$ cat config.mk
export PLATFORM = sky130hd
export DESIGN_NAME = writeback_stage_flat
export DESIGN_NICKNAME = d
export VERILOG_FILES = /design/src/rtl/writeback_stage_if.sv /design/src/rtl/writeback_stage.sv /design/src/flat_wrapper.sv
export SDC_FILE = /design/constraint.sdc
export NUM_CORES = 1
export LEC_CHECK = 0
export CORE_MARGIN = 8
export CORE_UTILIZATION = 35
export CTS_CLUSTER_SIZE = 10
export DETAILED_ROUTE_END_ITERATION = 16
export PLACE_DENSITY = 0.73
export SYNTH_ARGS = -nofsm -noshare
export SYNTH_HDL_FRONTEND = slang
export SYNTH_SLANG_ARGS = --single-unit
$ cat constraint.sdc
create_clock -name Clk -period 2.34 [get_ports Clk]
set_input_delay 0.351 -clock Clk [delete_from_list [all_inputs] [get_ports Clk]]
set_output_delay 0.351 -clock Clk [all_outputs]
set_load 0.02 [all_outputs]
$ cat src/rtl/writeback_stage_if.sv
// writeback_stage_if: MEM->WB stage bus, regfile write port and decode bypass signals.
interface writeback_stage_if #(
    parameter int WIDTH     = 32,
    parameter int CNT_WIDTH = 32
);
    logic                 InValid;
    logic                 InReady;
    logic                 Stall;
    logic                 Flush;
    logic [WIDTH-1:0]     ALUResult;
    logic [WIDTH-1:0]     MemReadData;
    logic [WIDTH-1:0]     PCPlus4;
    logic [4:0]           DestReg;
    logic                 RegWriteIn;
    logic [1:0]           MemToReg;
    logic [2:0]           LoadType;
    logic [4:0]           ReadRegister1;
    logic [4:0]           ReadRegister2;
    logic [WIDTH-1:0]     RegData1;
    logic [WIDTH-1:0]     RegData2;
    logic                 RegWrite;
    logic [4:0]           WriteRegister;
    logic [WIDTH-1:0]     WriteData;
    logic [WIDTH-1:0]     FwdData1;
    logic [WIDTH-1:0]     FwdData2;
    logic [CNT_WIDTH-1:0] RetiredCount;

    modport master (
        output InValid, Stall, Flush, ALUResult, MemReadData, PCPlus4, DestReg, RegWriteIn,
               MemToReg, LoadType, ReadRegister1, ReadRegister2, RegData1, RegData2,
        input  InReady, RegWrite, WriteRegister, WriteData, FwdData1, FwdData2, RetiredCount
    );

    modport slave (
        input  InValid, Stall, Flush, ALUResult, MemReadData, PCPlus4, DestReg, RegWriteIn,
               MemToReg, LoadType, ReadRegister1, ReadRegister2, RegData1, RegData2,
        output InReady, RegWrite, WriteRegister, WriteData, FwdData1, FwdData2, RetiredCount
    );
endinterface

$ cat src/rtl/writeback_stage.sv
// writeback_stage: MEM->WB register with load extraction, single-shot regfile commit and read bypass.
module writeback_stage #(
    parameter int WIDTH     = 32,
    parameter int CNT_WIDTH = 32
) (
    input logic              Clk,
    input logic              Reset_n,
    writeback_stage_if.slave wb
);
    logic                 valid_q, valid_d;
    logic                 committed_q, committed_d;
    logic [CNT_WIDTH-1:0] cnt_q, cnt_d;
    logic [WIDTH-1:0]     alu_q, mem_q, pc4_q;
    logic [4:0]           dest_q;
    logic                 rw_q;
    logic [1:0]           mtr_q;
    logic [2:0]           lt_q;
    logic                 capture, retire;
    logic [7:0]           byte_v;
    logic [15:0]          half_v;
    logic [WIDTH-1:0]     load_v;

    // committed_q marks an entry held by Stall that already wrote the regfile once
    always_comb begin
        capture     = ~wb.Flush & ~wb.Stall & wb.InValid;
        valid_d     = wb.Flush ? 1'b0 : wb.Stall ? valid_q : wb.InValid;
        committed_d = ~wb.Flush & wb.Stall & valid_q;
        retire      = valid_q & ~committed_q;
        cnt_d       = cnt_q + CNT_WIDTH'(retire);
    end

    always_ff @(posedge Clk or negedge Reset_n) begin
        if (!Reset_n) begin
            valid_q     <= 1'b0;
            committed_q <= 1'b0;
            cnt_q       <= '0;
            alu_q       <= '0;
            mem_q       <= '0;
            pc4_q       <= '0;
            dest_q      <= '0;
            rw_q        <= 1'b0;
            mtr_q       <= '0;
            lt_q        <= '0;
        end else begin
            valid_q     <= valid_d;
            committed_q <= committed_d;
            cnt_q       <= cnt_d;
            if (capture) begin
                alu_q  <= wb.ALUResult;
                mem_q  <= wb.MemReadData;
                pc4_q  <= wb.PCPlus4;
                dest_q <= wb.DestReg;
                rw_q   <= wb.RegWriteIn;
                mtr_q  <= wb.MemToReg;
                lt_q   <= wb.LoadType;
            end
        end
    end

    always_comb begin
        byte_v = mem_q[{alu_q[1:0], 3'b000} +: 8];
        half_v = alu_q[1] ? mem_q[31:16] : mem_q[15:0];
        load_v = (lt_q == 3'b001) ? {{24{byte_v[7]}}, byte_v} :
                 (lt_q == 3'b010) ? {24'd0, byte_v} :
                 (lt_q == 3'b011) ? {{16{half_v[15]}}, half_v} :
                 (lt_q == 3'b100) ? {16'd0, half_v} : mem_q;
    end

    assign wb.WriteData     = (mtr_q == 2'b01) ? load_v : (mtr_q == 2'b10) ? pc4_q : alu_q;
    assign wb.RegWrite      = retire & rw_q & (dest_q != 5'd0);
    assign wb.WriteRegister = valid_q ? dest_q : 5'd0;
    assign wb.FwdData1      = (wb.RegWrite && wb.ReadRegister1 != 5'd0 && wb.ReadRegister1 == wb.WriteRegister) ? wb.WriteData : wb.RegData1;
    assign wb.FwdData2      = (wb.RegWrite && wb.ReadRegister2 != 5'd0 && wb.ReadRegister2 == wb.WriteRegister) ? wb.WriteData : wb.RegData2;
    assign wb.InReady       = ~wb.Stall;
    assign wb.RetiredCount  = cnt_q;
endmodule
$ cat src/flat_wrapper.sv
// flat-port wrapper written by rule: the top's interface ports become plain ports
module writeback_stage_flat 
#(
    parameter int WIDTH     = 32,
    parameter int CNT_WIDTH = 32
)
  (Clk, Reset_n, wb_InValid, wb_Stall, wb_Flush, wb_ALUResult, wb_MemReadData, wb_PCPlus4, wb_DestReg, wb_RegWriteIn, wb_MemToReg, wb_LoadType, wb_ReadRegister1, wb_ReadRegister2, wb_RegData1, wb_RegData2, wb_InReady, wb_RegWrite, wb_WriteRegister, wb_WriteData, wb_FwdData1, wb_FwdData2, wb_RetiredCount);
  writeback_stage_if #(.WIDTH(WIDTH), .CNT_WIDTH(CNT_WIDTH)) wb_i ();
  input logic Clk;
  input logic Reset_n;
  input wire logic [$bits(wb_i.InValid)-1:0] wb_InValid;
  input wire logic [$bits(wb_i.Stall)-1:0] wb_Stall;
  input wire logic [$bits(wb_i.Flush)-1:0] wb_Flush;
  input wire logic [$bits(wb_i.ALUResult)-1:0] wb_ALUResult;
  input wire logic [$bits(wb_i.MemReadData)-1:0] wb_MemReadData;
  input wire logic [$bits(wb_i.PCPlus4)-1:0] wb_PCPlus4;
  input wire logic [$bits(wb_i.DestReg)-1:0] wb_DestReg;
  input wire logic [$bits(wb_i.RegWriteIn)-1:0] wb_RegWriteIn;
  input wire logic [$bits(wb_i.MemToReg)-1:0] wb_MemToReg;
  input wire logic [$bits(wb_i.LoadType)-1:0] wb_LoadType;
  input wire logic [$bits(wb_i.ReadRegister1)-1:0] wb_ReadRegister1;
  input wire logic [$bits(wb_i.ReadRegister2)-1:0] wb_ReadRegister2;
  input wire logic [$bits(wb_i.RegData1)-1:0] wb_RegData1;
  input wire logic [$bits(wb_i.RegData2)-1:0] wb_RegData2;
  output wire logic [$bits(wb_i.InReady)-1:0] wb_InReady;
  output wire logic [$bits(wb_i.RegWrite)-1:0] wb_RegWrite;
  output wire logic [$bits(wb_i.WriteRegister)-1:0] wb_WriteRegister;
  output wire logic [$bits(wb_i.WriteData)-1:0] wb_WriteData;
  output wire logic [$bits(wb_i.FwdData1)-1:0] wb_FwdData1;
  output wire logic [$bits(wb_i.FwdData2)-1:0] wb_FwdData2;
  output wire logic [$bits(wb_i.RetiredCount)-1:0] wb_RetiredCount;
  assign wb_i.InValid = wb_InValid;
  assign wb_i.Stall = wb_Stall;
  assign wb_i.Flush = wb_Flush;
  assign wb_i.ALUResult = wb_ALUResult;
  assign wb_i.MemReadData = wb_MemReadData;
  assign wb_i.PCPlus4 = wb_PCPlus4;
  assign wb_i.DestReg = wb_DestReg;
  assign wb_i.RegWriteIn = wb_RegWriteIn;
  assign wb_i.MemToReg = wb_MemToReg;
  assign wb_i.LoadType = wb_LoadType;
  assign wb_i.ReadRegister1 = wb_ReadRegister1;
  assign wb_i.ReadRegister2 = wb_ReadRegister2;
  assign wb_i.RegData1 = wb_RegData1;
  assign wb_i.RegData2 = wb_RegData2;
  assign wb_InReady = wb_i.InReady;
  assign wb_RegWrite = wb_i.RegWrite;
  assign wb_WriteRegister = wb_i.WriteRegister;
  assign wb_WriteData = wb_i.WriteData;
  assign wb_FwdData1 = wb_i.FwdData1;
  assign wb_FwdData2 = wb_i.FwdData2;
  assign wb_RetiredCount = wb_i.RetiredCount;
  writeback_stage #(.WIDTH(WIDTH), .CNT_WIDTH(CNT_WIDTH)) u_core (.Clk(Clk), .Reset_n(Reset_n), .wb(wb_i));
endmodule
==> results.txt <==
- Outcome: finished with violations
- The checks that failed: negative setup slack.
- Top achievable clock speed: approximately 0.34 GHz
- Setup TNS Final: -35.04 ns
- Worst clock skew on the final layout: 0.00428 ns
- Setup slack on the critical path of the routed design comes to -0.569 ns.
- With fillers left out, the area of the finished cells amounts to 13800 sq um.
- Fin crit period: 2.91 ns
* Max-Slew Margin vs Limit: 64.8%
- Core box area: around 22000 sq um
- The routed layout has 7229 vias.
- Clock-pin slew was measured on the worst setup and hold paths at approximately 0.060 ns.
- The path class of the tightest hold or removal check is in2async.
- Of all flip-flops after synthesis, the portion carrying an async set or reset was 100%.
- Ranked by total cell area, the synthesized netlist is headed by dfrtp_1 (45%), mux2_2 (21%), mux2_1 (4.8%), o22ai_1 (3.2%), mux2i_1 (2.9%).
* Share of layout cells above drive strength 1: 47.2%
- Synthesis inferred 141 register bits.
* CTS tree: built
- Pleak: 0.00599 uW
* Initial Utilization: 35.3%
- DRC violations left: 0
- Clock insertion delay at the later pin of the skew report: 0.42 ns
- Share of Yosys cell area claimed by the top area cell type: between 40 and 50%
* Final-stage net count: ~1.3k
- The detail route stage leaves a number of antenna-violating nets equal to 0.
* Top Ports: 321
- The netlist uses 53 different library cells.
- Together, buffers and inverters on the worst path number 5.
- The via count of the first global-routing pass is 8037.
* Average wire per standard cell: 21.9 um
- Worst path arrival time: 2.56 ns
* Final period util: 124%
- The critical path ends at wb_FwdData1[26].
* Worst-path cell chain: buf_6 -> buf_6 -> a222oi_1 -> nand4_4 -> buf_12 -> buf_12 -> mux2_4 -> buf_6
* Number of hold-slack violations in the final timing report: 0
- PD cells: 769 nW/um^2
* Crit Path Class: reg2out
- No sink is reached through more buffers than the 2 on the longest clock path.
- Measured in cells, the most critical reg-to-reg path has a length of 9.
- Overflow left after global routing: 0
- In this run the core area contains 55 standard-cell rows.
* Maximum fanout count along the critical path: 8
- Global Route Usage Sum: 21.4%
* Startpoint class of the critical path: flip-flop
* Antenna cell count: 0
- Number of instances in the synthesized netlist: 675
* CP endpoint kind: output pin
* CTS buffer count: 17
* Fillers: 1782
- Routability-driven placement finished with a final weighted congestion of 0.862.
* CTS H-tree lvls: 4
- IR Drop Worst-Case VDD: 395 uV
- RSZ-0062 raised after global routing: yes
- Wirelength, routed: 30.5 mm
- In this design, the critical path's most frequently occurring cell is buf_6.
- Compared with the post-synthesis result, the final layout area differs by 74.2%.
* Synth Area per Inst: about 12 sq um
- Final setup violating endpoints: 95
- The worst register-to-register path ends at u_core.wb.RetiredCount[30].
- Number of port buffers: 320
- Once placement finished, the instance area stood at 12300 sq um.
* Root buffer cell: clkbuf_16
- Detail Placement HPWL: 22.6 mm
- Worst path top cell family by delay: buffers and inverters
* Final Slew Violations: 0
- Counting every sink on the clock net gives ~140.
- Syn Nets: 863
- Data required time at the worst endpoint: 1.99 ns
- The die covers 27700 sq um.
* Delay of the slowest cell on the worst path: 0.47 ns
- The synthesized design contains 0 enable-type register cells.
- In the layout the commonest cells are clkdlybuf4s50_1 (221), mux2_2 (134), dfrtp_1 (134).
* Synth Cell Area: between 7000 and 8000 sq um
* Number of logic stages on the critical path including buffering: 8
- Number of search-and-repair iterations in the first detailed-routing pass: 4
* Via-to-Cell Ratio: 5.19
* Largest net degree at the start of global routing: 55
* Sequential-to-total area share from yosys stat: 44.6%
* Max Cap Viol: 0
* First-pass GRT wire length: 46.2 mm
- Synth area leader: dfrtp_1
- Leading cell type in the layout, fill and taps excluded: clkdlybuf4s50_1
* Slack of the worst reg-to-reg path: 0.21 ns
- Crit path max-delay cell type: dfrtp_2
* Antenna violations before repair: 1
* Die height: 166 um
- Critical R2R Launch: u_core.valid_q
* Flip-flop cell with the highest count after synthesis: dfrtp_1
- The first routing iteration left 394 violations.
- Transition time at the pin with the least slew margin: 0.528 ns
- Die W: 166 um
- Worst setup startpoint: u_core.valid_q
- During synthesis, Yosys emitted a total of 0 warnings.
## sequential cells by signal, summed over array words and instances, names as in the netlist
register and cells:
u_core.dest_q 5, u_core.pc4_q 32, u_core.valid_q 1, u_core.mtr_q 2, u_core.mem_q 32, u_core.lt_q 3
u_core.alu_q 32, u_core.rw_q 1, u_core.committed_q 1, u_core.wb.RetiredCount 32
## timing repair
item	CTS	global route
pin swaps	14	18
resized for setup	617	81
setup buffers	8	7
cloned	2	1
endpoints found under the hold margin	52	0
hold buffers	1	0
setup endpoints to repair	98	98
## metrics by stage
stage | hold WS [ns] | instances | setup slack (ns) | utilization (%) | total power [uW]
2_1_floorplan | 0.0554 | 675 | 0.0271 | - | 5040
3_3_place_gp | 0.349 | 1350 | -0.784 | 55.0 | 7140
3_5_place_dp | 0.353 | 1350 | -0.824 | 55.0 | 7200
4_1_cts | 0.474 | 1389 | -0.543 | 59.8 | 10500
5_1_grt | 0.499 | 1394 | -0.679 | 61.4 | 11100
6_report | 0.459 | 1394 | -0.569 | 61.4 | 10600
## worst min-delay path by stage
stage	startpoint	to	slack (ns)	cells past startpoint
floorplan	Reset_n	u_core.alu_q[0]	0.06	0
global placement	Reset_n	u_core.dest_q[0]	0.35	1
detailed placement	Reset_n	u_core.dest_q[0]	0.35	1
CTS	wb_DestReg[0]	u_core.dest_q[0]	0.47	3
global route	u_core.wb.RetiredCount[31]	u_core.wb.RetiredCount[31]	0.50	1
finish	Reset_n	u_core.dest_q[0]	0.46	2
## report_power, final
part	total [uW]	switching, uW	internal [uW]
Combinational	4650	2200	2450
Sequential	3190	349	2840
Clock	2750	1160	1590
## routing by layer
layer,vias to the layer above,wire (um),GRT usage [%]
li1,3335,-,-
met1,3592,12100,24.4
met2,262,15600,38.1
met3,38,2230,7.11
met4,2,571,5.01
met5,-,10,0
## logic make-up after synthesis
logic type / after synthesis / share of synthesized area, %
AO/OA/AOI/OAI: 103 / 9.03
XOR/XNOR: 35 / 3.87
adder cells (fa/ha/maj): 2 / 0.316
buffers and inverters: 51 / 3.29
flip-flops: 141 / 44.6
multiplexers: 214 / 30.7
AND/OR/NAND/NOR: 129 / 8.18
## Yosys cell counts, types with 14 or more instances
library cell and count:
a21oi_1 25, buf_2 15, clkbuf_1 14, dfrtp_1 141, mux2_1 34, mux2_2 146
mux2i_1 23, nand2_1 35, nand3_1 16, nor2_1 32, o22ai_1 41, xnor2_1 25
## final cells by class
| cell class | instances | area (sq um) | area share (%) |
|---|---|---|---|
| clock buffers | 17 | 425 | 3.09 |
| flip-flops and latches | 141 | 3540 | 25.7 |
| clock inverters | 14 | 159 | 1.15 |
| multi-input cells | 483 | 4810 | 34.9 |
| repair buffers | 444 | 4450 | 32.3 |
| well taps | 285 | 357 | 2.59 |
| inverters | 10 | 37.5 | 0.272 |
No activity file was read; power rests on OpenSTA's default activity.
